`src/rtl/ram_fifo_ctrl_pkg.sv`:
```
// Shared types and constants for the RAM-backed FIFO controller.
// Optional feature macro: RAM_FIFO_HWM_EN (high-water-mark tracking).
//   DATA_WIDTH / ADDR_WIDTH : word and RAM address widths
//   DEPTH                   : RAM words (2**ADDR_WIDTH)
//   level_t                 : occupancy count, one bit wider than an address
//   rd_state_t              : read-sequencer state encoding
package ram_fifo_ctrl_pkg;

    localparam int unsigned DATA_WIDTH = 8;
    localparam int unsigned ADDR_WIDTH = 4;
    localparam int unsigned DEPTH      = 1 << ADDR_WIDTH;

    typedef logic                  bit_t;
    typedef logic [DATA_WIDTH-1:0] DATA_W;
    typedef logic [ADDR_WIDTH-1:0] ADDR_W;
    typedef logic [ADDR_WIDTH:0]   level_t;

    typedef logic [1:0] rd_state_t;
    localparam rd_state_t IDLE  = 2'd0;
    localparam rd_state_t FETCH = 2'd1;
    localparam rd_state_t VALID = 2'd2;

endpackage

```
`src/rtl/ram_fifo_ctrl_if.sv`:
```
// Bundle of producer, consumer and RAM-side signals of the FIFO controller.
// Optional feature macro: RAM_FIFO_HWM_EN adds hwm / hwm_clr.
//   slave  : the controller (drives grants, read stage, RAM controls, status)
//   master : the environment (producers, consumer, RAM read data)
interface ram_fifo_ctrl_if;
    import ram_fifo_ctrl_pkg::*;

    logic [1:0] wr_req;
    DATA_W      wr_data0;
    DATA_W      wr_data1;
    logic [1:0] wr_gnt;
    bit_t       rd_valid;
    bit_t       rd_ready;
    DATA_W      rd_data;
    bit_t       ram_en_w;
    ADDR_W      ram_write_addr;
    DATA_W      ram_data;
    bit_t       ram_en_r;
    ADDR_W      ram_read_addr;
    DATA_W      ram_q;
    level_t     level;
    bit_t       full;
    bit_t       empty;
`ifdef RAM_FIFO_HWM_EN
    level_t     hwm;
    bit_t       hwm_clr;
`endif

    modport slave (
`ifdef RAM_FIFO_HWM_EN
        input  hwm_clr,
        output hwm,
`endif
        input  wr_req, wr_data0, wr_data1, rd_ready, ram_q,
        output wr_gnt, rd_valid, rd_data, ram_en_w, ram_write_addr, ram_data,
        output ram_en_r, ram_read_addr, level, full, empty
    );

    modport master (
`ifdef RAM_FIFO_HWM_EN
        output hwm_clr,
        input  hwm,
`endif
        output wr_req, wr_data0, wr_data1, rd_ready, ram_q,
        input  wr_gnt, rd_valid, rd_data, ram_en_w, ram_write_addr, ram_data,
        input  ram_en_r, ram_read_addr, level, full, empty
    );

endinterface

```
`src/rtl/ram_fifo_ctrl_rr_arbiter_2.sv`:
```
// Two-way round-robin arbiter with a one-hot, same-cycle grant.
//   clk, rst_n : clock, async active-low reset
//   en_i       : grant permitted this cycle
//   req_i      : request per requester, bit0 = requester 0
//   gnt_o      : one-hot grant
module ram_fifo_ctrl_rr_arbiter_2
    import ram_fifo_ctrl_pkg::*;
(
    input  bit_t       clk,
    input  bit_t       rst_n,
    input  bit_t       en_i,
    input  logic [1:0] req_i,
    output logic [1:0] gnt_o
);

    // Index of the most recent winner; resets to 1 so requester 0 wins first.
    bit_t rr_last_q, rr_last_d;

    always_comb begin
        gnt_o = 2'b00;
        if (en_i) begin
            case (req_i)
                2'b01:   gnt_o = 2'b01;
                2'b10:   gnt_o = 2'b10;
                2'b11:   gnt_o = rr_last_q ? 2'b01 : 2'b10;
                default: gnt_o = 2'b00;
            endcase
        end
        rr_last_d = rr_last_q;
        if (gnt_o != 2'b00) begin
            rr_last_d = gnt_o[1];
        end
    end

    always_ff @(posedge clk or negedge rst_n) begin
        if (!rst_n) begin
            rr_last_q <= 1'b1;
        end else begin
            rr_last_q <= rr_last_d;
        end
    end

endmodule

```
`src/rtl/ram_fifo_ctrl.sv`:
```
// Two-producer, one-consumer FIFO sequencer around an external simple
// dual-port RAM with a 1-cycle registered read.
// Optional feature macro: RAM_FIFO_HWM_EN (hwm output, hwm_clr input).
//   clk    : system clock, also clocks both RAM ports
//   rst_n  : async active-low reset
//   bus_io : producers (wr_req/wr_data0/wr_data1/wr_gnt), consumer
//            (rd_valid/rd_ready/rd_data), RAM controls and status (level/full/empty)
module ram_fifo_ctrl
    import ram_fifo_ctrl_pkg::*;
(
    input  bit_t                  clk,
    input  bit_t                  rst_n,
    ram_fifo_ctrl_if.slave        bus_io
);

    logic [1:0] gnt;
    bit_t       full;
    bit_t       wr_fire;
    bit_t       issue;
    bit_t       have_word;

    ADDR_W      wr_ptr_q, wr_ptr_d;
    ADDR_W      rd_ptr_q, rd_ptr_d;
    level_t     level_q, level_d;
    rd_state_t  state_q, state_d;
    DATA_W      rd_data_q, rd_data_d;
    bit_t       rd_valid_q, rd_valid_d;

    assign full      = (level_q == level_t'(DEPTH));
    assign wr_fire   = |gnt;
    // level counts committed words only, so a read never hits the word
    // being written in the same cycle.
    assign have_word = (level_q != '0);

    ram_fifo_ctrl_rr_arbiter_2 u_rr_arbiter_2 (
        .clk   (clk),
        .rst_n (rst_n),
        .en_i  (!full),
        .req_i (bus_io.wr_req),
        .gnt_o (gnt)
    );

    always_comb begin
        issue      = 1'b0;
        state_d    = state_q;
        rd_data_d  = rd_data_q;
        rd_valid_d = rd_valid_q;
        case (state_q)
            IDLE: begin
                if (have_word) begin
                    issue   = 1'b1;
                    state_d = FETCH;
                end
            end
            FETCH: begin
                rd_data_d  = bus_io.ram_q;
                rd_valid_d = 1'b1;
                state_d    = VALID;
            end
            VALID: begin
                if (bus_io.rd_ready) begin
                    rd_valid_d = 1'b0;
                    if (have_word) begin
                        issue   = 1'b1;
                        state_d = FETCH;
                    end else begin
                        state_d = IDLE;
                    end
                end
            end
            default: state_d = IDLE;
        endcase

        wr_ptr_d = wr_ptr_q + ADDR_W'(wr_fire);
        rd_ptr_d = rd_ptr_q + ADDR_W'(issue);
        level_d  = level_q + level_t'(wr_fire) - level_t'(issue);
    end

    always_ff @(posedge clk or negedge rst_n) begin
        if (!rst_n) begin
            wr_ptr_q   <= '0;
            rd_ptr_q   <= '0;
            level_q    <= '0;
            state_q    <= IDLE;
            rd_data_q  <= '0;
            rd_valid_q <= 1'b0;
        end else begin
            wr_ptr_q   <= wr_ptr_d;
            rd_ptr_q   <= rd_ptr_d;
            level_q    <= level_d;
            state_q    <= state_d;
            rd_data_q  <= rd_data_d;
            rd_valid_q <= rd_valid_d;
        end
    end

    assign bus_io.wr_gnt         = gnt;
    assign bus_io.ram_en_w       = wr_fire;
    assign bus_io.ram_write_addr = wr_ptr_q;
    assign bus_io.ram_data       = gnt[1] ? bus_io.wr_data1 : bus_io.wr_data0;
    assign bus_io.ram_en_r       = issue;
    assign bus_io.ram_read_addr  = rd_ptr_q;
    assign bus_io.rd_valid       = rd_valid_q;
    assign bus_io.rd_data        = rd_data_q;
    assign bus_io.level          = level_q;
    assign bus_io.full           = full;
    assign bus_io.empty          = !have_word;

`ifdef RAM_FIFO_HWM_EN
    level_t hwm_q, hwm_d;

    always_comb begin
        hwm_d = hwm_q;
        if (bus_io.hwm_clr) begin
            hwm_d = level_q;
        end else if (level_q > hwm_q) begin
            hwm_d = level_q;
        end
    end

    always_ff @(posedge clk or negedge rst_n) begin
        if (!rst_n) begin
            hwm_q <= '0;
        end else begin
            hwm_q <= hwm_d;
        end
    end

    assign bus_io.hwm = hwm_q;
`endif

endmodule

```
`src/flat_wrapper.sv`:
```
// flat-port wrapper written by rule: the top's interface ports become plain ports
module ram_fifo_ctrl_flat import ram_fifo_ctrl_pkg::*;
  (clk, rst_n, bus_io_wr_req, bus_io_wr_data0, bus_io_wr_data1, bus_io_rd_ready, bus_io_ram_q, bus_io_wr_gnt, bus_io_rd_valid, bus_io_rd_data, bus_io_ram_en_w, bus_io_ram_write_addr, bus_io_ram_data, bus_io_ram_en_r, bus_io_ram_read_addr, bus_io_level, bus_io_full, bus_io_empty);
  ram_fifo_ctrl_if bus_io_i ();
  input  bit_t clk;
  input  bit_t rst_n;
  input wire logic [$bits(bus_io_i.wr_req)-1:0] bus_io_wr_req;
  input wire logic [$bits(bus_io_i.wr_data0)-1:0] bus_io_wr_data0;
  input wire logic [$bits(bus_io_i.wr_data1)-1:0] bus_io_wr_data1;
  input wire logic [$bits(bus_io_i.rd_ready)-1:0] bus_io_rd_ready;
  input wire logic [$bits(bus_io_i.ram_q)-1:0] bus_io_ram_q;
  output wire logic [$bits(bus_io_i.wr_gnt)-1:0] bus_io_wr_gnt;
  output wire logic [$bits(bus_io_i.rd_valid)-1:0] bus_io_rd_valid;
  output wire logic [$bits(bus_io_i.rd_data)-1:0] bus_io_rd_data;
  output wire logic [$bits(bus_io_i.ram_en_w)-1:0] bus_io_ram_en_w;
  output wire logic [$bits(bus_io_i.ram_write_addr)-1:0] bus_io_ram_write_addr;
  output wire logic [$bits(bus_io_i.ram_data)-1:0] bus_io_ram_data;
  output wire logic [$bits(bus_io_i.ram_en_r)-1:0] bus_io_ram_en_r;
  output wire logic [$bits(bus_io_i.ram_read_addr)-1:0] bus_io_ram_read_addr;
  output wire logic [$bits(bus_io_i.level)-1:0] bus_io_level;
  output wire logic [$bits(bus_io_i.full)-1:0] bus_io_full;
  output wire logic [$bits(bus_io_i.empty)-1:0] bus_io_empty;
  assign bus_io_i.wr_req = bus_io_wr_req;
  assign bus_io_i.wr_data0 = bus_io_wr_data0;
  assign bus_io_i.wr_data1 = bus_io_wr_data1;
  assign bus_io_i.rd_ready = bus_io_rd_ready;
  assign bus_io_i.ram_q = bus_io_ram_q;
  assign bus_io_wr_gnt = bus_io_i.wr_gnt;
  assign bus_io_rd_valid = bus_io_i.rd_valid;
  assign bus_io_rd_data = bus_io_i.rd_data;
  assign bus_io_ram_en_w = bus_io_i.ram_en_w;
  assign bus_io_ram_write_addr = bus_io_i.ram_write_addr;
  assign bus_io_ram_data = bus_io_i.ram_data;
  assign bus_io_ram_en_r = bus_io_i.ram_en_r;
  assign bus_io_ram_read_addr = bus_io_i.ram_read_addr;
  assign bus_io_level = bus_io_i.level;
  assign bus_io_full = bus_io_i.full;
  assign bus_io_empty = bus_io_i.empty;
  ram_fifo_ctrl u_core (.clk(clk), .rst_n(rst_n), .bus_io(bus_io_i));
endmodule
```
`config.mk`:
```
export PLATFORM = sky130hd
export DESIGN_NAME = ram_fifo_ctrl_flat
export DESIGN_NICKNAME = d
export VERILOG_FILES = /design/src/rtl/ram_fifo_ctrl_pkg.sv /design/src/rtl/ram_fifo_ctrl_if.sv /design/src/rtl/ram_fifo_ctrl_rr_arbiter_2.sv /design/src/rtl/ram_fifo_ctrl.sv /design/src/flat_wrapper.sv
export SDC_FILE = /design/constraint.sdc
export NUM_CORES = 1
export LEC_CHECK = 0
export CAP_MARGIN = 25
export CORE_MARGIN = 3
export CORE_UTILIZATION = 39
export DETAILED_ROUTE_END_ITERATION = 6
export PLACE_DENSITY = 0.79
export SLEW_MARGIN = 10
export SYNTH_ARGS = -nofsm -noshare
export SYNTH_HDL_FRONTEND = slang
export SYNTH_HIERARCHICAL = 1
export SYNTH_SLANG_ARGS = --single-unit
export TNS_END_PERCENT = 1
```
`constraint.sdc`:
```
create_clock -name clk -period 3 [get_ports clk]
set_input_delay 0.3 -clock clk [delete_from_list [all_inputs] [get_ports clk]]
set_output_delay 0.3 -clock clk [all_outputs]
set_load 0.01 [all_outputs]
```
== Word level (Yosys, flattened, before mapping) ==
Index checks and enable logic that the tools add are counted.
W data, S select, Z words.

* Register bits after elaboration: 25
* Input bits: 29
* Output and inout port bits: 36
* Word-level logic and storage cells: 40

* $add $sub $neg: 4
* Equal/unequal tests: 8
* Muxes and demuxes: 13
* Reduce and logical (&&, ||, !) cells: 8

{| class="wikitable"
|+ Operator list
! cell !! count
|-
| $pmux W2 S3 || 2
|-
| $add A4 B1 Y4 || 2
|-
| $mux W2 || 4
|-
| $mux W8 || 1
|-
| $eq A2 B2 Y1 const B || 3
|-
| $add A5 B1 Y5 || 1
|-
| $eq A5 B5 Y1 const B || 1
|-
| $reduce_bool A5 Y1 || 1
|-
| $sub A5 B1 Y5 || 1
|-
| $eq A2 B1 Y1 const B || 2
|-
| $mux W1 || 4
|-
| $pmux W1 S2 || 2
|-
| $reduce_and A2 Y1 || 2
|-
| $reduce_bool A2 Y1 || 2
|-
| $logic_not A2 Y1 || 1
|-
| $ne A2 B1 Y1 const B || 1
|-
| $ne A2 B2 Y1 const B || 1
|-
| $reduce_or A2 Y1 || 1
|-
| $logic_not A1 Y1 || 1
|}

== Depth between registers and ports, before layout ==
* Depth in word-level cells: 6
* Depth in mapped cells: 14
* Depth with buffers taken out: 13

== Modules after synthesis ==
Netlist, hierarchy kept.

{| class="wikitable"
|+ Modules (own cells, without submodules)
! module !! instances !! cells an instance !! area an instance (um^2) !! sequential area each (um^2)
|-
| ram_fifo_ctrl || 1 || 91 || 1186.1 || 600.6
|-
| ram_fifo_ctrl_rr_arbiter_2 || 1 || 8 || 62.6 || 26.3
|}

== Worst setup path before layout ==
Ideal clock, no wire load.

* Path type: reg-to-reg
* From: register u_core.level_q[2], in the netlist u_core/bus_io.level[2]
* To: register u_core.level_q[4], in the netlist u_core/bus_io.level[4]
* Library setup time: 0.080 ns
* Data arrival time: 2.516 ns
* Data required time: 2.920 ns
* Setup slack: 0.404 ns
* Stages on the path, launching flop included: 15
* Path buffers: 1
* Period minus slack after synthesis: 2.596 ns
* Cells stage by stage: dfrtp_1 inv_1 ha_1 nand3_1 nand2_1 a21oi_1 buf_2 or2_2 ha_1 inv_1 fa_1 inv_1 a21oi_1 o21bai_1 xnor2_1

* Longest elaborated chain between the ends: 5
* Elaborated cells between the ends (all ways): 9
* Those cells by class: add/sub (2); eq/ne (1); mux (4); reduce/logical (2)

{| class="wikitable"
|+ Ends and longest elaborated chain
! element !! line !! RTL
|-
| start: declaration || ram_fifo_ctrl.sv:24 || <nowiki>level_t level_q, level_d;</nowiki>
|-
| start signal: assignment || ram_fifo_ctrl.sv:90 || <nowiki>level_q <= level_d;</nowiki>
|-
| $eq A5 B5 Y1 || ram_fifo_ctrl.sv:29 || <nowiki>assign full = (level_q == level_t'(DEPTH));</nowiki>
|-
| $mux W2 || ram_fifo_ctrl_rr_arbiter_2.sv:21 || <nowiki>if (en_i) begin</nowiki>
|-
| via bus_io_wr_gnt[1] || flat_wrapper.sv:12 || <nowiki>output wire logic [$bits(bus_io_i.wr_gnt)-1:0] bus_io_wr_gnt;</nowiki>
|-
| $reduce_or A2 Y1 || ram_fifo_ctrl.sv:30 || <nowiki>assign wr_fire = |gnt;</nowiki>
|-
| via bus_io_ram_en_w || flat_wrapper.sv:15 || <nowiki>output wire logic [$bits(bus_io_i.ram_en_w)-1:0] bus_io_ram_en_w;</nowiki>
|-
| $add A5 B1 Y5 || ram_fifo_ctrl.sv:76 || <nowiki>level_d = level_q + level_t'(wr_fire) - level_t'(issue);</nowiki>
|-
| $sub A5 B1 Y5 || ram_fifo_ctrl.sv:76 ||
|-
| via u_core.level_d[4] || ram_fifo_ctrl.sv:24 ||
|}

The timed path passes the listed nets, and every way through them passes these cells.
A chain may end at the register's enable or synchronous reset.

== Worst setup path after layout ==
* From: register u_core.level_q[2], in the netlist u_core/bus_io.level[2]
* To: output port bus_io_ram_data[5]

* Longest elaborated chain between the ends: 3

{| class="wikitable"
|+ Ends and longest elaborated chain
! element !! line !! RTL
|-
| $eq A5 B5 Y1 || ram_fifo_ctrl.sv:29 ||
|-
| $mux W2 || ram_fifo_ctrl_rr_arbiter_2.sv:21 ||
|-
| $mux W8 || ram_fifo_ctrl.sv:100 || <nowiki>assign bus_io.ram_data = gnt[1] ? bus_io.wr_data1 : bus_io.wr_data0;</nowiki>
|-
| end: declaration || flat_wrapper.sv:17 || <nowiki>output wire logic [$bits(bus_io_i.ram_data)-1:0] bus_io_ram_data;</nowiki>
|}

Every way passes these cells.

==> flow_metrics.tcl <==
set metrics [dict create \
    vias 998 \
    dp.cells 206 \
    async_flop_share 1.000 \
    finalHoldViolations 0 \
    yosys_warnings 6 \
    drt-total-wl_um 3220 \
    grt_overflow 0 \
    crit_fanout 10 \
    core_area_mm2 0.002900 \
    hpwl_um 2627 \
    period_minus_slack_ns 2.794 \
    switching_share 0.3787 \
    status "complete, no violations" \
    avgSynthCellArea_um2 12.61 \
    grt_pass1_vias 1064 \
    slew_headroom 0.7538 \
    syn_area_mm2 0.001249 \
    pwr-share-comb 0.584 \
    drcViolationCount 0 \
    routed_via_density 4.752 \
    cts_tree "built" \
    ir_drop_mv 0.6323 \
    slew_viol_final 0 \
    yosysTopAreaCell "dfrtp_1" \
    ctsHoldBuffers 0 \
    synth.top_cell.area_share 0.4810 \
    clockPowerShare 0.073 \
    io_pins 65 \
    num-nets-final 207 \
    cts_resized 0 \
    synth_fp_nets 137 \
    layout-drive-gt1-share 0.1726 \
    critPathArrivalTime_ns 2.49 \
    worst_pin_slew_ns 0.3677 \
    cp_data_required_time_ns 2.70 \
    synth_most_common_cell "dfrtp_1" \
    ys_seq_elements 25 \
    htreeDepth 1 \
    cts_inserted_buffers 3 \
    start_util 0.4305 \
    clk_pin_slew_ns 0.13 \
    synthCells 99 \
    worstSetupPathType "flip-flop to primary output" \
    syn_to_final_growth_pct 58.52 \
    period_share 0.9312 \
    p_sw_mw 0.7652 \
    synth-edff-count 0 \
    dr.pass1.iters 4 \
    drtIter0Drc 26 \
    end_kind "primary output" \
    diodes 0 \
    grt_use_total 0.1713 \
    hold_path.class "primary input to asynchronous set/reset pin" \
    wire_per_inst_um 15.33 \
    fin_skew_ns 0.003227 \
    synth_top_flop_cell "dfrtp_1" \
    die-area_mm2 0.003917 \
    fmax_mhz 358.0 \
    setup_viol 0 \
    clock-sinks 25 \
    dieHeight_um 62.59 \
    yosys-top-cells-area "dfrtp_1 48%, mux2_2 14%, ha_1 8.0%, xor2_1 3.5%, inv_1 3.3%" \
    cts_setup_buffers 0 \
    ys_seq_area_frac 0.5020 \
    cap_violations 0 \
    pwr-share-seq 0.343 \
    clk_latency_ns 0.31 \
    fp.dieW_um 62.59 \
    cts_root_buf "clkbuf_4" \
    fp-row-count 19 \
    p_int_mw 1.256 \
    gp_congestion 0.8022 \
    tns_ns 0 \
    grt_max_degree 26 \
    grt_pass1_wl_um 5319 \
    layout.cells.non_filler 210 \
    ys_types 27 \
    critical_path.startpoint_type "flip-flop" \
    ant_nets 0 \
    rsz0062_at_grt "no" \
    numPortBuffers 64 \
    synth_commonest_cells "24 x dfrtp_1, 16 x mux2_2, 11 x inv_1" \
    cts_buffer_depth 2 \
    r2r_cells 14 \
    p_per_area_mw_per_mm2 1021 \
    antenna_found_initial 0 \
    leakage_nw 0.8758 \
    fill_cells 241 \
]
==> cell usage in the layout (no fill, tap or decap) <==
master / instances
clkbuf_4: 3
dfstp_2: 1
xor2_1: 5
nand2b_1: 1
a21o_1: 2
nor3_4: 1
o21ai_0: 1
xnor2_1: 4
and2_1: 1
dfrtp_1: 24
nor4b_4: 1
clkdlybuf4s50_1: 64
fa_1: 1
buf_4: 2
inv_1: 11
nor3_1: 1
ha_1: 8
mux2_2: 16
and3_1: 1
or2_2: 1
a21oi_1: 6
nand2_1: 4
nand3_1: 2
nor2_1: 1
nor2_4: 1
o21bai_1: 1
nand4_1: 1
a21oi_2: 1
clkinv_2: 1
nor2b_4: 1
==> final cells by class <==
cell class	count	area [um2]	share of cell area
inverters	11	41.29	0.02086
multi-input cells	62	575.6	0.2908
flip-flops and latches	25	626.9	0.3167
repair buffers	66	655.6	0.3312
well taps	42	52.55	0.02655
clock buffers	3	22.52	0.01138
clock inverters	1	5.005	0.002528
==> sequential cells by signal, indices dropped and copies added (netlist names) <==
| register | cells |
|---|---|
| u_core/u_rr_arbiter_2/rr_last_q | 1 |
| u_core/state_q | 2 |
| u_core/bus_io.ram_read_addr | 4 |
| u_core/bus_io.rd_data | 8 |
| u_core/bus_io.rd_valid | 1 |
| u_core/bus_io.level | 5 |
| u_core/bus_io.ram_write_addr | 4 |
==> layer usage <==
| metal | wire, um | track usage |
|---|---|---|
| met3 | 125 | 0.03777 |
| met2 | 1751 | 0.3089 |
| met1 | 1313 | 0.2062 |
| met4 | 30 | 0.04132 |
| met5 | 0 | 0 |
==> power groups by stage <==
stage          Clock [mW]  Combinational [mW]  Sequential, mW
2_1_floorplan           0               0.552           0.746
3_3_place_gp            0                1.13           0.683
3_5_place_dp            0                1.18           0.703
4_1_cts             0.151                1.19           0.696
5_1_grt             0.169                1.28           0.722
6_report            0.147                1.18           0.693
==> per-stage QoR <==
| step | hold WS, ns | utilization | total power, mW | area [um2] | worst slack (ns) |
|---|---|---|---|---|---|
| after floorplan | 0.004409 | - | 1.298 | 1249 | 0.4037 |
| after detailed placement | 0.4615 | 0.6730 | 1.884 | 1952 | 0.4296 |
| after global routing | 0.3319 | 0.6825 | 2.174 | 1979 | 0.05503 |
| final | 0.3271 | 0.6825 | 2.021 | 1979 | 0.2064 |
| after global placement | 0.4578 | 0.6730 | 1.810 | 1952 | 0.5513 |
| after CTS | 0.3254 | 0.6825 | 2.038 | 1979 | 0.2027 |
==> cell families (layout without fill, tap and decap cells) <==
kind of cell / Yosys count / after routing / share of synthesized area
AO/OA/AOI/OAI: 11 / 11 / 0.05310
XOR/XNOR: 9 / 9 / 0.06312
buffers and inverters: 12 / 81 / 0.03707
adder cells (fa/ha/maj): 9 / 9 / 0.09620
multiplexers: 16 / 16 / 0.1443
AND/OR/NAND/NOR: 17 / 17 / 0.1042
flip-flops: 25 / 25 / 0.5020
==> path summary, 6_finish.rpt <==
check                                                                    to  slack [ns]                                startpoint
worst max-delay path                                     bus_io_ram_data[5]        0.21          u_core/bus_io.level[2]$_DFF_PN0_
worst min-delay path                   u_core/bus_io.rd_data[4]$_DFFE_PN0P_        0.33                                     rst_n
worst max register to register             u_core/bus_io.level[4]$_DFF_PN0_        0.37          u_core/bus_io.level[2]$_DFF_PN0_
worst min register to register     u_core/bus_io.ram_read_addr[3]$_DFF_PN0_        0.48  u_core/bus_io.ram_read_addr[3]$_DFF_PN0_
max in group asynchronous       u_core/u_rr_arbiter_2/rr_last_q$_DFFE_PN1P_        2.39                                     rst_n
min in group clk                   u_core/bus_io.ram_read_addr[3]$_DFF_PN0_        0.48  u_core/bus_io.ram_read_addr[3]$_DFF_PN0_
==> critical path: stages, from the launching register on <==
cell and delay, ns:
dfrtp_1 0.40, inv_1 0.08, ha_1 0.21, nand3_1 0.15, nand2_1 0.12, a21oi_1 0.15
buf_4 0.20, mux2_2 0.37, clkdlybuf4s50_1 0.49
(Power assumes the default switching activity.)
